File: src/rtl/avmm_rail_ctrl_if.sv
// Avalon-MM command/response bundle between the power-sequencer master and
// the avmm_rail_ctrl slave register bank.
interface avmm_rail_ctrl_if #(
    parameter int unsigned P_ADDRSIZE = 8,
    parameter int unsigned P_DATASIZE = 32
) ();
    logic                  avs_s0_read;
    logic                  avs_s0_write;
    logic                  avs_s0_waitrequest;
    logic [P_ADDRSIZE-1:0] avs_s0_address;
    logic [P_DATASIZE-1:0] avs_s0_writedata;
    logic [P_DATASIZE-1:0] avs_s0_readdata;

    modport master (
        output avs_s0_read,
        output avs_s0_write,
        output avs_s0_address,
        output avs_s0_writedata,
        input  avs_s0_waitrequest,
        input  avs_s0_readdata
    );

    modport slave (
        input  avs_s0_read,
        input  avs_s0_write,
        input  avs_s0_address,
        input  avs_s0_writedata,
        output avs_s0_waitrequest,
        output avs_s0_readdata
    );
endinterface

File: src/rtl/avmm_rail_ctrl.sv
// Avalon-MM rail controller: CTRL drives rail enables, STATUS returns synchronized PG,
// per-rail timers latch sticky faults. Define RAIL_FAULT_SHUTDOWN_EN to drop a rail on fault.
module avmm_rail_ctrl #(
    parameter int unsigned P_ADDRSIZE  = 8,
    parameter int unsigned P_DATASIZE  = 32,
    parameter int unsigned P_NUM_RAILS = 4,
    parameter int unsigned P_TIMEOUT   = 1000
) (
    input  logic                   clk_i,
    input  logic                   rst_i,
    avmm_rail_ctrl_if.slave        avs,
    output logic [P_NUM_RAILS-1:0] rail_en_o,
    input  logic [P_NUM_RAILS-1:0] rail_pg_i,
    output logic                   fault_any_o
);
    localparam int unsigned TW = $clog2(P_TIMEOUT + 1);
    localparam logic [TW-1:0] TMAX = TW'(P_TIMEOUT);

    localparam logic [P_ADDRSIZE-1:0] A_CTRL   = P_ADDRSIZE'(0);
    localparam logic [P_ADDRSIZE-1:0] A_STATUS = P_ADDRSIZE'(1);
    localparam logic [P_ADDRSIZE-1:0] A_FAULT  = P_ADDRSIZE'(2);
    localparam logic [P_ADDRSIZE-1:0] A_ID     = P_ADDRSIZE'(3);
    localparam logic [P_DATASIZE-1:0] ID_VAL   = P_DATASIZE'(32'h5EC0_0000 | P_NUM_RAILS);

    typedef enum logic {
        ST_IDLE = 1'b0,
        ST_ACK  = 1'b1
    } state_t;

    state_t                 state_q;
    logic                   waitreq_q;
    logic [P_DATASIZE-1:0]  rdata_q;
    logic                   cmd_we_q;
    logic [P_ADDRSIZE-1:0]  cmd_addr_q;
    logic [P_NUM_RAILS-1:0] cmd_wdata_q;
    logic [P_NUM_RAILS-1:0] ctrl_q;
    logic [P_NUM_RAILS-1:0] fault_q;
    logic                   fault_any_q;
    logic [P_NUM_RAILS-1:0] pg_meta_q;
    logic [P_NUM_RAILS-1:0] pg_sync_q;
    logic [TW-1:0]          timer_q [P_NUM_RAILS];

    logic                   ctrl_wr;
    logic                   fault_wr;
    logic [P_NUM_RAILS-1:0] ctrl_rise;
    logic [P_NUM_RAILS-1:0] fault_w1c;
    logic [P_NUM_RAILS-1:0] fault_set;
    logic [P_NUM_RAILS-1:0] ctrl_d;
    logic [P_NUM_RAILS-1:0] fault_d;
    logic [TW-1:0]          timer_d [P_NUM_RAILS];
    logic [P_DATASIZE-1:0]  rdata_mux;

    always_comb begin
        ctrl_wr   = (state_q == ST_ACK) && cmd_we_q && (cmd_addr_q == A_CTRL);
        fault_wr  = (state_q == ST_ACK) && cmd_we_q && (cmd_addr_q == A_FAULT);
        ctrl_rise = ctrl_wr ? (cmd_wdata_q & ~ctrl_q) : '0;
        fault_w1c = fault_wr ? cmd_wdata_q : '0;
        fault_set = '0;
        for (int unsigned i = 0; i < P_NUM_RAILS; i++) begin
            if (!ctrl_q[i] || pg_sync_q[i] || ctrl_rise[i]) begin
                timer_d[i] = '0;
            end else if (timer_q[i] == TMAX) begin
                timer_d[i] = TMAX;
            end else begin
                timer_d[i] = timer_q[i] + 1'b1;
            end
            // Level-sensitive while saturated, so a W1C cannot clear a fault whose cause persists.
            fault_set[i] = (timer_d[i] == TMAX);
        end
        fault_d = (fault_q & ~fault_w1c) | fault_set;
        ctrl_d  = ctrl_wr ? cmd_wdata_q : ctrl_q;
`ifdef RAIL_FAULT_SHUTDOWN_EN
        ctrl_d  = ctrl_d & ~fault_set;
`endif
    end

    always_comb begin
        rdata_mux = '0;
        case (avs.avs_s0_address)
            A_CTRL:   rdata_mux = P_DATASIZE'(ctrl_q);
            A_STATUS: rdata_mux = P_DATASIZE'(pg_sync_q);
            A_FAULT:  rdata_mux = P_DATASIZE'(fault_q);
            A_ID:     rdata_mux = ID_VAL;
            default:  rdata_mux = '0;
        endcase
    end

    always_ff @(posedge clk_i or posedge rst_i) begin
        if (rst_i) begin
            state_q     <= ST_IDLE;
            waitreq_q   <= 1'b1;
            rdata_q     <= '0;
            cmd_we_q    <= 1'b0;
            cmd_addr_q  <= '0;
            cmd_wdata_q <= '0;
            ctrl_q      <= '0;
            fault_q     <= '0;
            fault_any_q <= 1'b0;
            pg_meta_q   <= '0;
            pg_sync_q   <= '0;
            timer_q     <= '{default: '0};
        end else begin
            pg_meta_q   <= rail_pg_i;
            pg_sync_q   <= pg_meta_q;
            timer_q     <= timer_d;
            ctrl_q      <= ctrl_d;
            fault_q     <= fault_d;
            fault_any_q <= |fault_q;
            case (state_q)
                ST_IDLE: begin
                    if (avs.avs_s0_read || avs.avs_s0_write) begin
                        state_q     <= ST_ACK;
                        waitreq_q   <= 1'b0;
                        rdata_q     <= rdata_mux;
                        cmd_we_q    <= avs.avs_s0_write;
                        cmd_addr_q  <= avs.avs_s0_address;
                        cmd_wdata_q <= avs.avs_s0_writedata[P_NUM_RAILS-1:0];
                    end
                end
                ST_ACK: begin
                    state_q   <= ST_IDLE;
                    waitreq_q <= 1'b1;
                end
                default: begin
                    state_q   <= ST_IDLE;
                    waitreq_q <= 1'b1;
                end
            endcase
        end
    end

    assign avs.avs_s0_waitrequest = waitreq_q;
    assign avs.avs_s0_readdata    = rdata_q;
    assign rail_en_o              = ctrl_q;
    assign fault_any_o            = fault_any_q;
endmodule

File: src/flat_wrapper.sv
// flat-port wrapper written by rule: the top's interface ports become plain ports
module avmm_rail_ctrl_flat 
#(
    parameter int unsigned P_ADDRSIZE  = 8,
    parameter int unsigned P_DATASIZE  = 32,
    parameter int unsigned P_NUM_RAILS = 4,
    parameter int unsigned P_TIMEOUT   = 1000
)
  (clk_i, rst_i, rail_en_o, rail_pg_i, fault_any_o, avs_avs_s0_read, avs_avs_s0_write, avs_avs_s0_address, avs_avs_s0_writedata, avs_avs_s0_waitrequest, avs_avs_s0_readdata);
  avmm_rail_ctrl_if #(.P_ADDRSIZE(P_ADDRSIZE), .P_DATASIZE(P_DATASIZE)) avs_i ();
  input  logic clk_i;
  input  logic rst_i;
  output logic [P_NUM_RAILS-1:0] rail_en_o;
  input  logic [P_NUM_RAILS-1:0] rail_pg_i;
  output logic fault_any_o;
  input wire logic [$bits(avs_i.avs_s0_read)-1:0] avs_avs_s0_read;
  input wire logic [$bits(avs_i.avs_s0_write)-1:0] avs_avs_s0_write;
  input wire logic [$bits(avs_i.avs_s0_address)-1:0] avs_avs_s0_address;
  input wire logic [$bits(avs_i.avs_s0_writedata)-1:0] avs_avs_s0_writedata;
  output wire logic [$bits(avs_i.avs_s0_waitrequest)-1:0] avs_avs_s0_waitrequest;
  output wire logic [$bits(avs_i.avs_s0_readdata)-1:0] avs_avs_s0_readdata;
  assign avs_i.avs_s0_read = avs_avs_s0_read;
  assign avs_i.avs_s0_write = avs_avs_s0_write;
  assign avs_i.avs_s0_address = avs_avs_s0_address;
  assign avs_i.avs_s0_writedata = avs_avs_s0_writedata;
  assign avs_avs_s0_waitrequest = avs_i.avs_s0_waitrequest;
  assign avs_avs_s0_readdata = avs_i.avs_s0_readdata;
  avmm_rail_ctrl #(.P_ADDRSIZE(P_ADDRSIZE), .P_DATASIZE(P_DATASIZE), .P_NUM_RAILS(P_NUM_RAILS), .P_TIMEOUT(P_TIMEOUT)) u_core (.clk_i(clk_i), .rst_i(rst_i), .avs(avs_i), .rail_en_o(rail_en_o), .rail_pg_i(rail_pg_i), .fault_any_o(fault_any_o));
endmodule
File: config.mk
export PLATFORM = sky130hd
export DESIGN_NAME = avmm_rail_ctrl_flat
export DESIGN_NICKNAME = d
export VERILOG_FILES = /design/src/rtl/avmm_rail_ctrl_if.sv /design/src/rtl/avmm_rail_ctrl.sv /design/src/flat_wrapper.sv
export SDC_FILE = /design/constraint.sdc
export NUM_CORES = 1
export LEC_CHECK = 0
export BUFFER_PORTS_ARGS = -buffer_cell sky130_fd_sc_hd__buf_2
export CORE_MARGIN = 1
export CORE_UTILIZATION = 40
export DETAILED_ROUTE_END_ITERATION = 6
export GPL_TIMING_DRIVEN = 0
export SYNTH_ARGS = -nofsm -noshare
export SYNTH_HDL_FRONTEND = slang
export SYNTH_SLANG_ARGS = --single-unit
File: constraint.sdc
create_clock -name clk_i -period 7.4 [get_ports clk_i]
set_clock_uncertainty 0.05 [all_clocks]
set_input_delay 2.22 -clock clk_i [delete_from_list [all_inputs] [get_ports clk_i]]
set_output_delay 2.22 -clock clk_i [all_outputs]
set_load 0.005 [all_outputs]
==> out/qor.csv <==
metric,value,unit
period_needed,3.34,ns
drive_above_1_share,0.208,
p_leak,2.05,nW
clock_sink_count,77,
diodes,0,
coreArea,0.00933,mm2
synth_area,0.00388,mm2
drv_slew,0,
slew_headroom,0.578,
grt_max_degree,59,
cp_max_fo,8,
dp_hpwl,5250,um
crit_type,flop to output pin,
cap_violations,0,
setup_violations,0,
initialDrtViolationCount,139,
seqPwrFrac,0.541,
async_flop_share,1.00,
p_switching,0.234,mW
stdcell_count,610,
start_kind,flop,
yosysTopAreaCell,dfrtp_1,
place_area,0.00432,mm2
synth.avg_cell_area,9.48,um2
cts_hold_buf,0,
synth-seq-cells,77,
clock_power_share,0.351,
rows,35,
wl,7370,um
finalSetupTns,0,ns
switching_share,0.272,
fin_nets,532,
die_area,0.0101,mm2
grt_overflow,0,
p_per_area,190,mW/mm2
synth-edff-count,0,
power.total,0.858,mW
antenna_found_initial,0,
area_delta_synth_final,16.2,%
cts_buffer_depth,2,
cts_setup_buffers,0,
seqCellArea,0.00193,mm2
yosysSeqAreaShare,0.497,
grt_pass1_vias,2635,
critPathRequiredTime,5.13,ns
p_int,0.624,mW
synth-warning-count,0,
multi_input_area,0.00168,mm2
yosys.area.top_type_share,0.490,
vdd.ir_drop.worst,0.0731,mV
clockRootBuffer,clkbuf_8,
syn-instance-count,409,
numCtsBuffers,9,
path_clk_slew,0.08,ns
outcome,finished clean,
synthTopCellsByCount,"dfrtp_1, nor2_1, nand2_1",
synth_top_cells_by_area,"dfrtp_1, buf_4, nor2_1",
p_comb_frac,0.109,
yosysUniqueCellTypes,49,
numPortBuffers,35,
place_inst,594,
vias,2857,
yosysMostFrequentCell,dfrtp_1,
fmax,0.299,GHz
final_cell_area,0.00451,mm2
grt_setup_unrepaired,no,
routabilityCongestion,0.824,
fillers,903,
synth_ff_type,dfrtp_1,
fp.dieW,100,um
vias_per_cell,4.68,
cts.repair.resized,0,
hp-class,flop to flop,
htreeDepth,3,
worst_slew_pin_slew,0.628,ns
cp-end-kind,output pin,
grt_pass1_wl,12500,um
hold_viol_final,0,
io-pin-count,86,
cts_tree,done,
firstDrtPassIters,4,
cp.arrival,1.07,ns
die_h,100,um
start_util,0.416,
postRouteAntennaNets,0,
wl_per_cell,12.1,um
post-route-period-util,0.452,
drc,0,
grtUsageTotal,0.159,
clock_latency,0.35,ns
[registers in the layout, indices dropped and copies added (netlist names)]
name	cells
u_core.timer_q	40
u_core.cmd_addr_q	8
u_core.avs.avs_s0_readdata	5
u_core.cmd_wdata_q	4
u_core.fault_q	4
u_core.pg_meta_q	4
u_core.pg_sync_q	4
u_core.rail_en_o	4
u_core.avs.avs_s0_waitrequest	1
u_core.cmd_we_q	1
u_core.fault_any_o	1
u_core.state_q	1
[through the flow]
| stage | hold WS, ns | util | setup WS, ns |
|---|---|---|---|
| after floorplan | 0.281 | - | 3.16 |
| after global placement | 0.286 | 0.460 | 2.14 |
| after detailed placement | 0.285 | 0.463 | 3.77 |
| after CTS | 0.303 | 0.483 | 4.04 |
| after global routing | 0.309 | 0.483 | 3.98 |
| final | 0.302 | 0.483 | 4.06 |
[path summary, 6_finish.rpt]
check | startpoint | end | slack, ns | depth (start not counted)
max | u_core.avs.avs_s0_readdata[28] | avs_avs_s0_readdata[27] | 4.06 | 2
min | u_core.pg_meta_q[2] | u_core.pg_sync_q[2] | 0.30 | 0
max reg2reg | u_core.cmd_addr_q[2] | u_core.rail_en_o[3] | 5.38 | 4
min reg2reg | u_core.pg_meta_q[2] | u_core.pg_sync_q[2] | 0.30 | 0
max in group asynchronous | rst_i | u_core.avs.avs_s0_waitrequest | 4.91 | 3
min in group asynchronous | rst_i | u_core.timer_q[20] | 1.77 | 2
[cell usage in the layout (no fill, tap or decap), drive strengths merged, types with 16 or more instances in the layout]
cell type  instances
clkbuf            21
dfrtp             76
nand3             21
xnor2             16
nand2             48
conb              21
xor2              18
buf               68
nor2              52
inv               20
o21ai             17
[layer usage]
metal / global-route usage / wire length, um / up-vias
li1: - / - / 1451
met3: 0.0264 / 285 / 7
met1: 0.223 / 3660 / 1342
met5: 0 / 0 / -
met2: 0.244 / 3330 / 57
met4: 0.0669 / 90 / 0
[critical path, cell delays in order (launching register included)]
cell,delay (ns)
dfrtp_1,0.45
buf_4,0.16
buf_2,0.11
[power by group through the flow]
stage               sequential (mW)  combinational (mW)  clock, mW
finish                        0.464              0.0932      0.301
global route                  0.468               0.108      0.327
detailed placement            0.472              0.0943          0
global placement              0.472              0.0902          0
CTS                           0.464              0.0947      0.308
floorplan                     0.468              0.0647          0
[kinds of logic after synthesis]
group                    after synthesis  share of synthesized area
AND/OR/NAND/NOR                      175                      0.216
XOR/XNOR                              34                     0.0768
multiplexers                           8                     0.0223
flip-flops                            77                      0.497
adder cells (fa/ha/maj)                8                     0.0258
other                                  1                   0.000967
AO/OA/AOI/OAI                         44                     0.0729
buffers and inverters                 62                     0.0881
[area by class of cell]
type,count,area share
flip-flops and latches,77,0.428
multi-input cells,290,0.374
plain buffers,42,0.0592
repair buffers,36,0.0450
well taps,129,0.0358
clock buffers,11,0.0336
inverters,20,0.0172
clock inverters,5,0.00778
Note: power is estimated with default switching activity, not from simulation.
